[src/rtl/fetch_pkg.sv]
// Shared types and memory-map helpers for the instruction fetch stage.
// The address map constants here are the defaults for the top-level parameters.
package fetch_pkg;

  localparam logic [31:0] RAM_TOP  = 32'h0003_FFFF;
  localparam logic [31:0] ROM_BASE = 32'h0004_0000;
  localparam logic [31:0] ROM_TOP  = 32'h0007_FFFF;
  localparam logic [31:0] IO_BASE  = 32'h0008_0000;
  localparam logic [31:0] IO_TOP   = 32'h0008_FFFF;

  typedef struct packed {
    logic [31:0] pc;
    logic [31:0] instr;
    logic        fault;
  } fetch_entry_t;

  // RAM starts at address 0, so the RAM check only needs its upper bound.
  function automatic logic is_executable(input logic [31:0] addr,
                                         input logic [31:0] ram_top  = RAM_TOP,
                                         input logic [31:0] rom_base = ROM_BASE,
                                         input logic [31:0] rom_top  = ROM_TOP);
    return (addr <= ram_top) || ((addr >= rom_base) && (addr <= rom_top));
  endfunction

endpackage

[src/rtl/fetch_fifo.sv]
// Prefetch FIFO of fetch entries with synchronous flush.
// Pointers are log2(DEPTH) bits wide and wrap naturally; count is one bit wider.
module fetch_fifo
  import fetch_pkg::*;
#(
  parameter int DEPTH = 4
) (
  input  logic                     clk,
  input  logic                     rst,
  input  logic                     push,
  input  logic                     pop,
  input  logic                     flush,
  input  fetch_entry_t             din,
  output fetch_entry_t             dout,
  output logic                     full,
  output logic                     empty,
  output logic [$clog2(DEPTH):0]   count
);

  localparam int AW = $clog2(DEPTH);
  localparam logic [AW:0] FULL_CNT = (AW + 1)'(DEPTH);

  fetch_entry_t       mem [DEPTH];
  logic [AW-1:0]      wr_ptr;
  logic [AW-1:0]      rd_ptr;
  logic [AW:0]        cnt;
  logic               push_ok;
  logic               pop_ok;

  assign full    = (cnt == FULL_CNT);
  assign empty   = (cnt == '0);
  assign count   = cnt;
  assign pop_ok  = pop && !empty;
  // A push into a full FIFO is only legal when the head leaves in the same cycle.
  assign push_ok = push && (!full || pop_ok);
  assign dout    = mem[rd_ptr];

  always_ff @(posedge clk or posedge rst) begin
    if (rst) begin
      wr_ptr <= '0;
      rd_ptr <= '0;
      cnt    <= '0;
    end else if (flush) begin
      wr_ptr <= '0;
      rd_ptr <= '0;
      cnt    <= '0;
    end else begin
      if (push_ok) wr_ptr <= wr_ptr + 1'b1;
      if (pop_ok)  rd_ptr <= rd_ptr + 1'b1;
      case ({push_ok, pop_ok})
        2'b10:   cnt <= cnt + 1'b1;
        2'b01:   cnt <= cnt - 1'b1;
        default: cnt <= cnt;
      endcase
    end
  end

  always_ff @(posedge clk) begin
    if (push_ok && !flush) mem[wr_ptr] <= din;
  end

endmodule

[src/rtl/instr_fetch_unit.sv]
// Instruction fetch stage: owns the PC, reads the same-cycle memory and queues
// {pc, instr, fault} entries for decode. Redirects flush the queue and reload the PC.
module instr_fetch_unit
  import fetch_pkg::*;
#(
  parameter int          DEPTH    = 4,
  parameter logic [31:0] RESET_PC = 32'h0004_0000,
  parameter logic [31:0] RAM_TOP  = fetch_pkg::RAM_TOP,
  parameter logic [31:0] ROM_BASE = fetch_pkg::ROM_BASE,
  parameter logic [31:0] ROM_TOP  = fetch_pkg::ROM_TOP
) (
  input  logic        clk,
  input  logic        rst,
  output logic [31:0] mem_addr,
  output logic        mem_wen,
  input  logic [31:0] mem_rdata,
  input  logic        halt,
  input  logic        redirect,
  input  logic [31:0] redirect_pc,
  output logic        out_valid,
  input  logic        out_ready,
  output logic [31:0] out_pc,
  output logic [31:0] out_instr,
  output logic        out_fault
);

  logic [31:0]          pc;
  logic                 fault_hold;
  logic                 fetch;
  logic                 deq;
  logic                 exec_ok;
  fetch_entry_t         enq_entry;
  fetch_entry_t         head;
  logic                 fifo_full;
  logic                 fifo_empty;
  logic [$clog2(DEPTH):0] fifo_count;

  assign mem_addr  = pc;
  assign mem_wen   = 1'b0;
  assign exec_ok   = is_executable(pc, RAM_TOP, ROM_BASE, ROM_TOP);
  assign out_valid = (fifo_count != '0) && !redirect;
  assign deq       = out_valid && out_ready;
  assign fetch     = !redirect && !halt && !fault_hold && (!fifo_full || deq);

  always_comb begin
    enq_entry.pc    = pc;
    enq_entry.instr = mem_rdata;
    enq_entry.fault = 1'b0;
    if (!exec_ok) begin
      enq_entry.instr = 32'h0;
      enq_entry.fault = 1'b1;
    end
  end

  fetch_fifo #(.DEPTH(DEPTH)) u_fifo (
    .clk   (clk),
    .rst   (rst),
    .push  (fetch),
    .pop   (deq),
    .flush (redirect),
    .din   (enq_entry),
    .dout  (head),
    .full  (fifo_full),
    .empty (fifo_empty),
    .count (fifo_count)
  );

  // Head fields read as zero whenever nothing is queued.
  assign out_pc    = fifo_empty ? 32'h0 : head.pc;
  assign out_instr = fifo_empty ? 32'h0 : head.instr;
  assign out_fault = fifo_empty ? 1'b0  : head.fault;

  always_ff @(posedge clk or posedge rst) begin
    if (rst) begin
      pc         <= RESET_PC;
      fault_hold <= 1'b0;
    end else if (redirect) begin
      pc         <= {redirect_pc[31:2], 2'b00};
      fault_hold <= 1'b0;
    end else if (fetch) begin
      // A faulting fetch parks the PC until decode redirects away.
      if (exec_ok) pc <= pc + 32'd4;
      else         fault_hold <= 1'b1;
    end
  end

endmodule

[config.mk]
export PLATFORM = sky130hd
export DESIGN_NAME = instr_fetch_unit
export DESIGN_NICKNAME = d
export VERILOG_FILES = /design/src/rtl/fetch_pkg.sv /design/src/rtl/fetch_fifo.sv /design/src/rtl/instr_fetch_unit.sv
export SDC_FILE = /design/constraint.sdc
export NUM_CORES = 1
export LEC_CHECK = 0
export CAP_MARGIN = 40
export CORE_ASPECT_RATIO = 1.1
export CORE_MARGIN = 8
export CORE_UTILIZATION = 50
export CTS_CLUSTER_DIAMETER = 150
export CTS_CLUSTER_SIZE = 16
export DETAILED_ROUTE_END_ITERATION = 8
export PLACE_DENSITY = 0.74
export RECOVER_POWER = 100
export SLEW_MARGIN = 5
export SYNTH_ARGS = -nofsm -noshare
export SYNTH_HDL_FRONTEND = slang
export SYNTH_SLANG_ARGS = --single-unit
export TNS_END_PERCENT = 20
[constraint.sdc]
create_clock -name clk -period 3.5 [get_ports clk]
set_clock_uncertainty 0.05 [all_clocks]
set_input_delay 1.05 -clock clk [delete_from_list [all_inputs] [get_ports clk]]
set_output_delay 1.05 -clock clk [all_outputs]
set_load 0.03 [all_outputs]
==> metrics.txt, run 1 <==
P per Cell Area 528.1 mW/mm^2; leakage power 4.969 nW; Hold Crit Start mem_addr[24]; crit-path max cell delay 0.53 ns; Avg Inst Size Synth 17.51 um^2; largest net degree at the start of global routing 66; clock slew seen by the registers of the worst setup and hold paths 0.07 ns; grt total ovfl 0; Starting DRT DRC Count 451; total power draw 0.007680 W; Die X-Extent 164.3 um; Buf/Inv on CP 2; Port Buffers 160; Final Max Tran Viols 0; CP Data Required Time 2.40 ns; DRT Wirelength 25530 um; Post-synth ARST share 13.10%; Cells after Synth 691; FF+latch count, synth 290; Routed wire per std cell 22.20 um; Ys Warns 0; Initial Util 51.06%; Worst Max-Slew Pin Slew 1.458 ns; drc violations 0; antenna violations before repair 0; max-cap viol count 0; Clock Tree Root clkbuf_16; die area 0.02944 mm^2; crit path DAT 2.33 ns; final hold slack 0.5186 ns; unrepaired setup endpoints after global routing no; core area 0.02370 mm^2; row count 59; CP Capture Type output port; Hold Path End u_fifo.mem[3][57]; I/O pins 168; status completed; Finished Core Util 61.37%; DR vias 6637; Crit-path slowest cell or3_2; type of the tightest min-delay check flop to flop; Synth cell types 48; DP HPWL 16050 um; Antenna Nets Post-Route 0; layout filler cell count 1751; Worst Reg-to-Reg Cells 4; vias in the first global route 7249; GR Util All Layers 17.18%; R2R Setup Slk 0.48 ns; worst hold path depth 0; Area Growth Syn to Fin 20.17%; Final nets 905; f_max 291.6 MHz; total CTS buffers 22; diode count 0; critical path class flop to output port; CTS Sinks 290; EDFF count, synth 252; area of the mapped netlist 0.01210 mm^2; CP Cell Sequence or3_2 -> buf_12 -> and2_0 -> dlygate4sd2_1; H-tree depth 1; Tcrit/Tclk final 98.00%; die height 179.2 um; minimum clock period 3.430 ns; Final GP Congestion 0.8142; hold buffers post-CTS 0; Slew HR 2.780%; reg2reg start mem_addr[19]; sequential cell area fraction in the yosys report 70.41%; critical path launch point type flop; CP top delay family simple AND/OR/NAND/NOR gates; R2R Path End u_fifo.mem[2][26]; DR pass1 iterations 5; first-pass GRT wire length 39510 um; TritonCTS clock tree done; peak supply drop 0.4388 mV; clk buf depth 3; ratio of cells with drive above 1 in the final layout 15.86%; Worst Path Max Fanout 65; ys flop type edfxtp_1; Setup-failing EPs final 0; Fin. Hold Viols 0; vias per cell 5.771; clk_lat worst skew 0.51 ns
-- per-stage QoR --
step | TNS [ns] | cells | cell area [um^2] | worst slack (ns)
6_report | 0 | 1150 | 14540 | 0.07017
5_1_grt | 0 | 1150 | 14540 | 0.002128
4_1_cts | 0 | 1150 | 14630 | 0.04200
3_5_place_dp | 0 | 1107 | 14010 | 0.1925
3_3_place_gp | 0 | 1102 | 13900 | 0.1867
2_1_floorplan | -35.80 | 695 | 12120 | -0.1894
-- cells by family after synthesis --
family	synth area share [%]
fa+ha+maj	0.7858
flops	70.41
simple gates	9.048
other cells	0.03099
compound gates	2.740
buf+inv	3.919
xor+xnor	0.1448
mux	12.93
-- how the worst max path moves through the flow --
stage	start	to	slack (ns)	cells past startpoint
6_report	u_fifo.count[0]	out_pc[10]	0.07	4
5_1_grt	u_fifo.rd_ptr[0]	out_instr[9]	0.002	5
4_1_cts	u_fifo.rd_ptr[0]	out_instr[11]	0.04	5
3_5_place_dp	redirect	u_fifo.count[2]	0.19	7
3_3_place_gp	redirect	u_fifo.mem[2][7]	0.19	4
2_1_floorplan	redirect	u_fifo.mem[1][0]	-0.19	3
-- placed cells by master, fill, tap and decap left out, drive strengths merged, types with 5 or more instances in the layout --
cell type,Yosys,layout
a31oi,13,13
and2,97,97
and3,5,5
buf,47,25
clkbuf,27,44
clkdlybuf4s50,0,63
conb,1,5
dfrtp,37,37
dlygate4sd2,0,57
dlygate4sd3,0,33
edfxtp,252,252
ha,6,6
inv,10,11
mux2,12,12
mux4,63,63
nand2,14,14
nand3,9,9
nand4,6,6
nor2,22,22
nor3,5,5
o21ai,5,5
o31ai,13,13
or4,12,12
-- registers in the layout, summed over array words and instances, names as in the netlist --
signal	count
u_fifo.count	3
u_fifo.wr_ptr	2
u_fifo.mem	252
fault_hold	1
u_fifo.rd_ptr	2
mem_addr	30
-- cell usage after synthesis, drive strengths merged, types with 12 or more instances --
library cell / number / area, um^2
o31ai: 13 / 97.59
nor2: 22 / 82.58
mux4: 63 / 1419
or4: 12 / 90.09
clkbuf: 27 / 101.4
edfxtp: 252 / 7567
nand2: 14 / 52.55
dfrtp: 37 / 925.9
and2: 97 / 606.8
mux2: 12 / 135.1
a31oi: 13 / 81.33
buf: 47 / 332.8
-- layout make-up --
type,count,area (um^2),area share [%]
clock buffer,39,635.6,4.371
clock inverter,1,16.27,0.1119
inverter,10,40.04,0.2753
multi-input combinational,321,3117,21.43
sequential,290,8527,58.64
tap,305,381.6,2.624
timing repair buffer,184,1824,12.55
-- routing by layer --
layer	vias up	routed length, um	GRT usage, %
met5	-	0	0
met3	43	1835	2.986
met1	3401	10340	21.65
met2	268	12900	30.46
li1	2925	-	-
met4	0	453	3.942
-- power breakdown --
group	leakage, nW	switching (W)	internal, W
Combinational	1.89	0.000753	0.000572
Clock	0.310	0.00112	0.00124
Sequential	2.77	0.000113	0.00388
-- repair_timing --
item                       4_1_cts  5_1_grt
pin swaps                        0        0
resized for setup               58        1
buffers inserted                 3        0
setup endpoints to repair       58        1
(Power assumes the default switching activity.)
==> inputs of run 2 (changes only) <==
--- a/config.mk
+++ b/config.mk
@@ -6,7 +6,7 @@
 export NUM_CORES = 1
 export LEC_CHECK = 0
 export CAP_MARGIN = 40
-export CORE_ASPECT_RATIO = 1.1
+export CORE_ASPECT_RATIO = 1.5
 export CORE_MARGIN = 8
 export CORE_UTILIZATION = 50
 export CTS_CLUSTER_DIAMETER = 150
==> run 2 against run 1 <==
Largest power group unchanged. Sequential share of layout area fell by 0.086 points. Register-to-register slack got worse by 0.19 ns. Clock-buffer cell count did not move. Final cell count rose by 1.7%. Via count fell by 0.35%. Wire length rose by 1.8%. Setup slack improved by 0.022 ns. Global-route usage rose by 0.57 points. Combinational power barely moved.
==> metrics.txt, run 2 (same netlist as run 1, synthesis figures left out) <==
Fin. Hold Viols 0 (unchanged); final worst slack 0.09178 ns (+0.02161 ns); R2R Setup Slk 0.29 ns (-0.19 ns); largest net degree at the start of global routing 66 (unchanged); die area 0.02954 mm^2 (+0.33%); CP Cell Sequence or3_2 -> buf_12 -> and2_0 -> dlygate4sd2_1; core area 0.02374 mm^2 (+0.19%); CP Capture Type output port; Buf/Inv on CP 2 (unchanged); placed cells 1129 (+2.0%); Clock Tree Root clkbuf_16; TritonCTS clock tree done; DR pass1 iterations 5 (unchanged); peak supply drop 0.2952 mV (-33%); I/O pins 168 (unchanged); Setup-failing EPs final 0 (unchanged); Worst Reg-to-Reg Cells 5 (+1); diode count 0 (unchanged); P per Cell Area 525.2 mW/mm^2 (-0.56%); CP top delay family simple AND/OR/NAND/NOR gates; total CTS buffers 22 (unchanged); clk_lat worst skew 0.50 ns (about the same); ratio of cells with drive above 1 in the final layout 16.35% (+0.49 points); critical path class flop to output port; leakage power 4.973 nW (about the same); Antenna Nets Post-Route 0 (unchanged); grt total ovfl 0 (unchanged); Largest register FFs 252 (unchanged); vias per cell 5.658 (-2.0%); R2R Path End mem_addr[16]; largest register by flop count u_fifo.mem; DP HPWL 17060 um (+6.3%); critical path launch point type flop; GR Util All Layers 17.75% (+0.57 points); Worst Max-Slew Pin Slew 1.256 ns (-0.2024 ns); drc violations 0 (unchanged); DRT Wirelength 25990 um (+1.8%); Worst Path Max Fanout 65 (unchanged); Worst Setup EP out_pc[29]; post-route insts no fill 1169 (+1.7%); Final Max Tran Viols 0 (unchanged); most frequent cells in the layout edfxtp_1 (252), clkdlybuf4s50_1 (64), and2_0 (63), mux4_2 (63), dlygate4sd2_1 (52); Initial Util 50.97% (-0.097 points); commonest non-fill, non-tap cell in the layout edfxtp_1; crit-path max cell delay 0.53 ns (about the same); unrepaired setup endpoints after global routing no; Tcrit/Tclk final 97.38% (-0.62 points); f_max 293.4 MHz (+0.63%); Starting DRT DRC Count 466 (+3.3%); max-cap viol count 0 (unchanged); Slew HR 16.28% (+13 points); Crit-path slowest cell or3_2; Die X-Extent 143.0 um (-13%); CP Data Required Time 2.40 ns (about the same); antenna violations before repair 0 (unchanged); Routed wire per std cell 22.23 um (+0.13%); DR vias 6614 (-0.35%); DP Worst Slack 0.1490 ns (-0.04342 ns); status completed; clock slew seen by the registers of the worst setup and hold paths 0.07 ns (about the same); Final GP Congestion 0.8258 (+1.4%); Finished Core Util 61.34% (about the same); Final nets 910 (+0.55%); reg2reg start mem_addr[19]; minimum clock period 3.408 ns (-0.02161 ns); postcts setup bufs 0 (-3); die height 206.5 um (+15%); Port Buffers 160 (unchanged); crit path DAT 2.31 ns (-0.02 ns); total power draw 0.007648 W (-0.42%); clk buf depth 3 (unchanged); Area Growth Syn to Fin 20.35%; first-pass GRT wire length 40450 um (+2.4%); CTS Sinks 290 (unchanged); type of the tightest min-delay check flop to flop; row count 69 (+17%); H-tree depth 1 (unchanged); vias in the first global route 7072 (-2.4%); Setup crit start u_fifo.count[0]; critical path depth 4 (unchanged)
==> run 2: cell types whose count changed in the layout (fill, tap and decap cells not counted), moves of 2 or more <==
cell | before | now
clkbuf_1 | 21 | 26
buf_6 | 4 | 0
buf_4 | 11 | 14
dlygate4sd2_1 | 57 | 52
and2_1 | 30 | 34
clkbuf_4 | 0 | 2
clkbuf_2 | 0 | 3
and3_1 | 1 | 4
and3_2 | 4 | 1
and2_0 | 67 | 63
==> run 2: how the worst min path moves through the flow <==
| stage | startpoint | to | slack [ns] | cells after the start |
|---|---|---|---|---|
| 2_1_floorplan | mem_addr[18] | mem_addr[18] | 0.46 | 2 |
| 3_3_place_gp | u_fifo.wr_ptr[0] | u_fifo.wr_ptr[0] | 0.49 | 1 |
| 3_5_place_dp | u_fifo.wr_ptr[0] | u_fifo.wr_ptr[0] | 0.51 | 1 |
| 4_1_cts | u_fifo.wr_ptr[0] | u_fifo.wr_ptr[0] | 0.51 | 1 |
| 5_1_grt | u_fifo.wr_ptr[0] | u_fifo.wr_ptr[0] | 0.55 | 1 |
| 6_report | u_fifo.wr_ptr[0] | u_fifo.wr_ptr[0] | 0.51 | 1 |
==> run 2: metrics by stage <==
step	hold WS, ns	setup TNS (ns)	cell area, um^2
after detailed placement	0.5076	0	14110
after global routing	0.5496	0	14560
after CTS	0.5141	0	14700
after global placement	0.4877	0	14030
final	0.5142	0	14560
after floorplan	0.4617	-35.80	12120
==> run 2: timing repair <==
item / CTS / global route
resized for setup: 52 / 0
endpoints found under the setup margin: 52 / 0
hold buffers: 0 / 0
==> run 2: routing by layer <==
layer  routed length (um)  track usage [%]
met5                    0                0
met4                  575            5.600
met3                 1275            2.312
met2                13920            32.05
met1                10220            21.60
==> run 2: area by class of cell <==
cell class / instances / area, um^2
Clock buffer: 39 / 635.6
Clock inverter: 1 / 16.27
Fill cell: 1754 / 9179
Inverter: 10 / 38.79
Multi-Input combinational cell: 321 / 3124
Sequential cell: 290 / 8527
Tap cell: 319 / 399.1
Timing Repair Buffer: 189 / 1822
==> run 2: report_power, final <==
part | switching, W | total, W | internal (W)
Sequential | 0.000107 | 0.00399 | 0.00388
Clock | 0.00111 | 0.00235 | 0.00124
Combinational | 0.000759 | 0.00131 | 0.000547
==> inputs of run 3 (changes only) <==
==> constraint.sdc (replaced) <==
create_clock -name clk -period 3.5 [get_ports clk]
set_clock_uncertainty 0.05 [all_clocks]
set_input_delay 1.05 -clock clk [delete_from_list [all_inputs] [get_ports clk]]
set_output_delay 1.05 -clock clk [all_outputs]
set_load 0.05 [all_outputs]
==> run 3 against run 2 <==
Via count about the same. Die area unchanged. Fmax is 0.64% higher. Combinational power up 21%. Utilization down 0.51 points. Cell area down 0.82%. Sequential share of layout area rose by 0.49 points. Setup slack gained 0.022 ns. Largest power group unchanged. Critical endpoint is now out_valid. Power up 3.7%. Global-route usage grew 0.25 points. Clock-buffer cell count unchanged.
==> metrics.txt, run 3 (same netlist as run 1, synthesis figures left out) <==
status completed; vias in the first global route 7213 (+2.0%); total CTS buffers 22 (unchanged); final worst slack 0.1136 ns (+0.02182 ns); Flop pwr share 50.3% (-1.9 points); Internal Power 0.005689 W (+0.31%); Clock power frac 29.7% (-1.0 points); die height 206.5 um (unchanged); Initial Util 50.97% (unchanged); peak supply drop 0.3089 mV (+4.6%); R2R Setup Slk 0.54 ns (+0.25 ns); Largest register FFs 252 (unchanged); Worst Reg-to-Reg Cells 4 (-1); Clock Tree Root clkbuf_16; DP HPWL 17690 um (+3.7%); P per Cell Area 549.1 mW/mm^2 (+4.6%); unrepaired setup endpoints after global routing no; Final nets 914 (+0.44%); drc violations 0 (unchanged); Worst Max-Slew Pin Slew 1.426 ns (+0.1697 ns); Port Buffers 160 (unchanged); antenna violations before repair 1 (+1); final hold slack 0.5156 ns (+0.001430 ns); first-pass GRT wire length 40990 um (+1.3%); ratio of cells with drive above 1 in the final layout 22.37% (+6.0 points); Slew HR 4.962% (-11 points); clock slew seen by the registers of the worst setup and hold paths 0.07 ns (about the same); Starting DRT DRC Count 503 (+7.9%); GR Util All Layers 17.99% (+0.25 points); Routed wire per std cell 22.45 um (+0.99%); CTS Sinks 290 (unchanged); DP Worst Slack 0.1784 ns (+0.02936 ns); critical path launch point type input port; Fin. Hold Viols 0 (unchanged); max-cap viol count 0 (unchanged); R2R Path End u_fifo.mem[2][3]; CP top delay family buffers and inverters; critical path class input port to output port; I/O pins 168 (unchanged); H-tree depth 1 (unchanged); grt total ovfl 0 (unchanged); Buf/Inv on CP 3 (+1); commonest non-fill, non-tap cell in the layout edfxtp_1; Worst Setup EP out_valid; DR vias 6620 (+0.091%); die area 0.02954 mm^2 (unchanged); most frequent cells in the layout edfxtp_1 (252), mux4_2 (63), clkdlybuf4s50_1 (63), and2_1 (56), and2_0 (41); Die X-Extent 143.0 um (unchanged); clk_lat worst skew 0.50 ns (about the same); Net Sw Frac 28.27% (+2.4 points); critical path depth 4 (unchanged); Final Max Tran Viols 0 (unchanged); largest register by flop count u_fifo.mem; reg2reg start mem_addr[19]; minimum clock period 3.386 ns (-0.02182 ns); NetSw 0.002242 W (+13%); Crit-path slowest cell dlygate4sd3_1; Area Growth Syn to Fin 19.36%; DR pass1 iterations 5 (unchanged); CP Data Required Time 2.40 ns (about the same); Tcrit/Tclk final 96.75% (-0.62 points); crit-path max cell delay 0.60 ns (+0.07 ns); Antenna Nets Post-Route 0 (unchanged); row count 69 (unchanged); Setup crit start redirect; TritonCTS clock tree done; f_max 295.3 MHz (+0.64%); vias per cell 5.639 (-0.34%); Final GP Congestion 0.8280 (+0.27%); crit path DAT 2.29 ns (-0.02 ns); clk buf depth 3 (unchanged); hold buffers post-CTS 0 (unchanged); CP Capture Type output port; largest net degree at the start of global routing 45 (-32%); CP Cell Sequence dlygate4sd3_1 -> buf_4 -> nor2_1 -> clkbuf_2; type of the tightest min-delay check flop to flop; DRT Wirelength 26360 um (+1.4%); Logic pwr share 19.9% (+2.8 points); leakage power 4.865 nW (-2.2%); core area 0.02374 mm^2 (unchanged); Setup-failing EPs final 0 (unchanged); Worst Path Max Fanout 9 (-86%)
==> run 3: cell count changes in the layout (fill, tap and decap cells not counted), moves of 6 or more <==
cell           before  now
buf_4              14    8
buf_2               1   20
clkbuf_4            2    9
and2_1             34   56
dlygate4sd2_1      52    0
clkbuf_2            3   30
and2_0             63   41
==> run 3: timing repair <==
item                       4_1_cts  5_1_grt
setup endpoints to repair        3        0
gates resized for setup          1        0
buffers inserted                 0        0
==> run 3: through the flow <==
stage / utilization [%] / setup TNS (ns) / power (W) / instances / instance area, um^2
after floorplan: - / -35.80 / 0.005172 / 695 / 12120
after global placement: 58.92 / 0 / 0.005724 / 1130 / 13990
after detailed placement: 59.27 / 0 / 0.005773 / 1133 / 14070
after CTS: 62.03 / 0 / 0.008114 / 1173 / 14730
after global routing: 60.82 / 0 / 0.008221 / 1173 / 14440
final: 60.83 / 0 / 0.007931 / 1174 / 14440
==> run 3: final cells by class <==
cell class,instances,area (um^2)
multi-input cells,321,3128
inverters,10,40.04
well taps,319,399.1
flip-flops and latches,290,8527
clock inverters,1,16.27
fillers,1751,9299
repair buffers,193,1694
diodes,1,2.502
clock buffers,39,635.6
==> run 3: power groups by stage <==
stage               clock (W)  sequential (W)  combinational, W
detailed placement          0         0.00407           0.00170
floorplan                   0         0.00402           0.00115
finish                0.00236         0.00399           0.00158
CTS                   0.00241         0.00399           0.00171
global placement            0         0.00405           0.00167
global route          0.00255         0.00400           0.00167
==> run 3: worst min path at each step <==
stage	startpoint	end	slack, ns	cells after the start
after CTS	mem_addr[18]	mem_addr[18]	0.53	2
after global placement	u_fifo.wr_ptr[0]	u_fifo.wr_ptr[0]	0.49	1
final	mem_addr[26]	u_fifo.mem[3][59]	0.52	0
after floorplan	mem_addr[18]	mem_addr[18]	0.46	2
after detailed placement	mem_addr[18]	mem_addr[18]	0.51	2
after global routing	mem_addr[25]	u_fifo.mem[0][58]	0.55	0
==> run 3: metal layers <==
metal	up-vias	global-route usage [%]	share of wire (%)
li1	2948	-	-
met1	3412	21.39	38
met2	219	33.24	55
met3	41	2.451	5.2
met4	0	5.105	2.1
met5	-	0	0
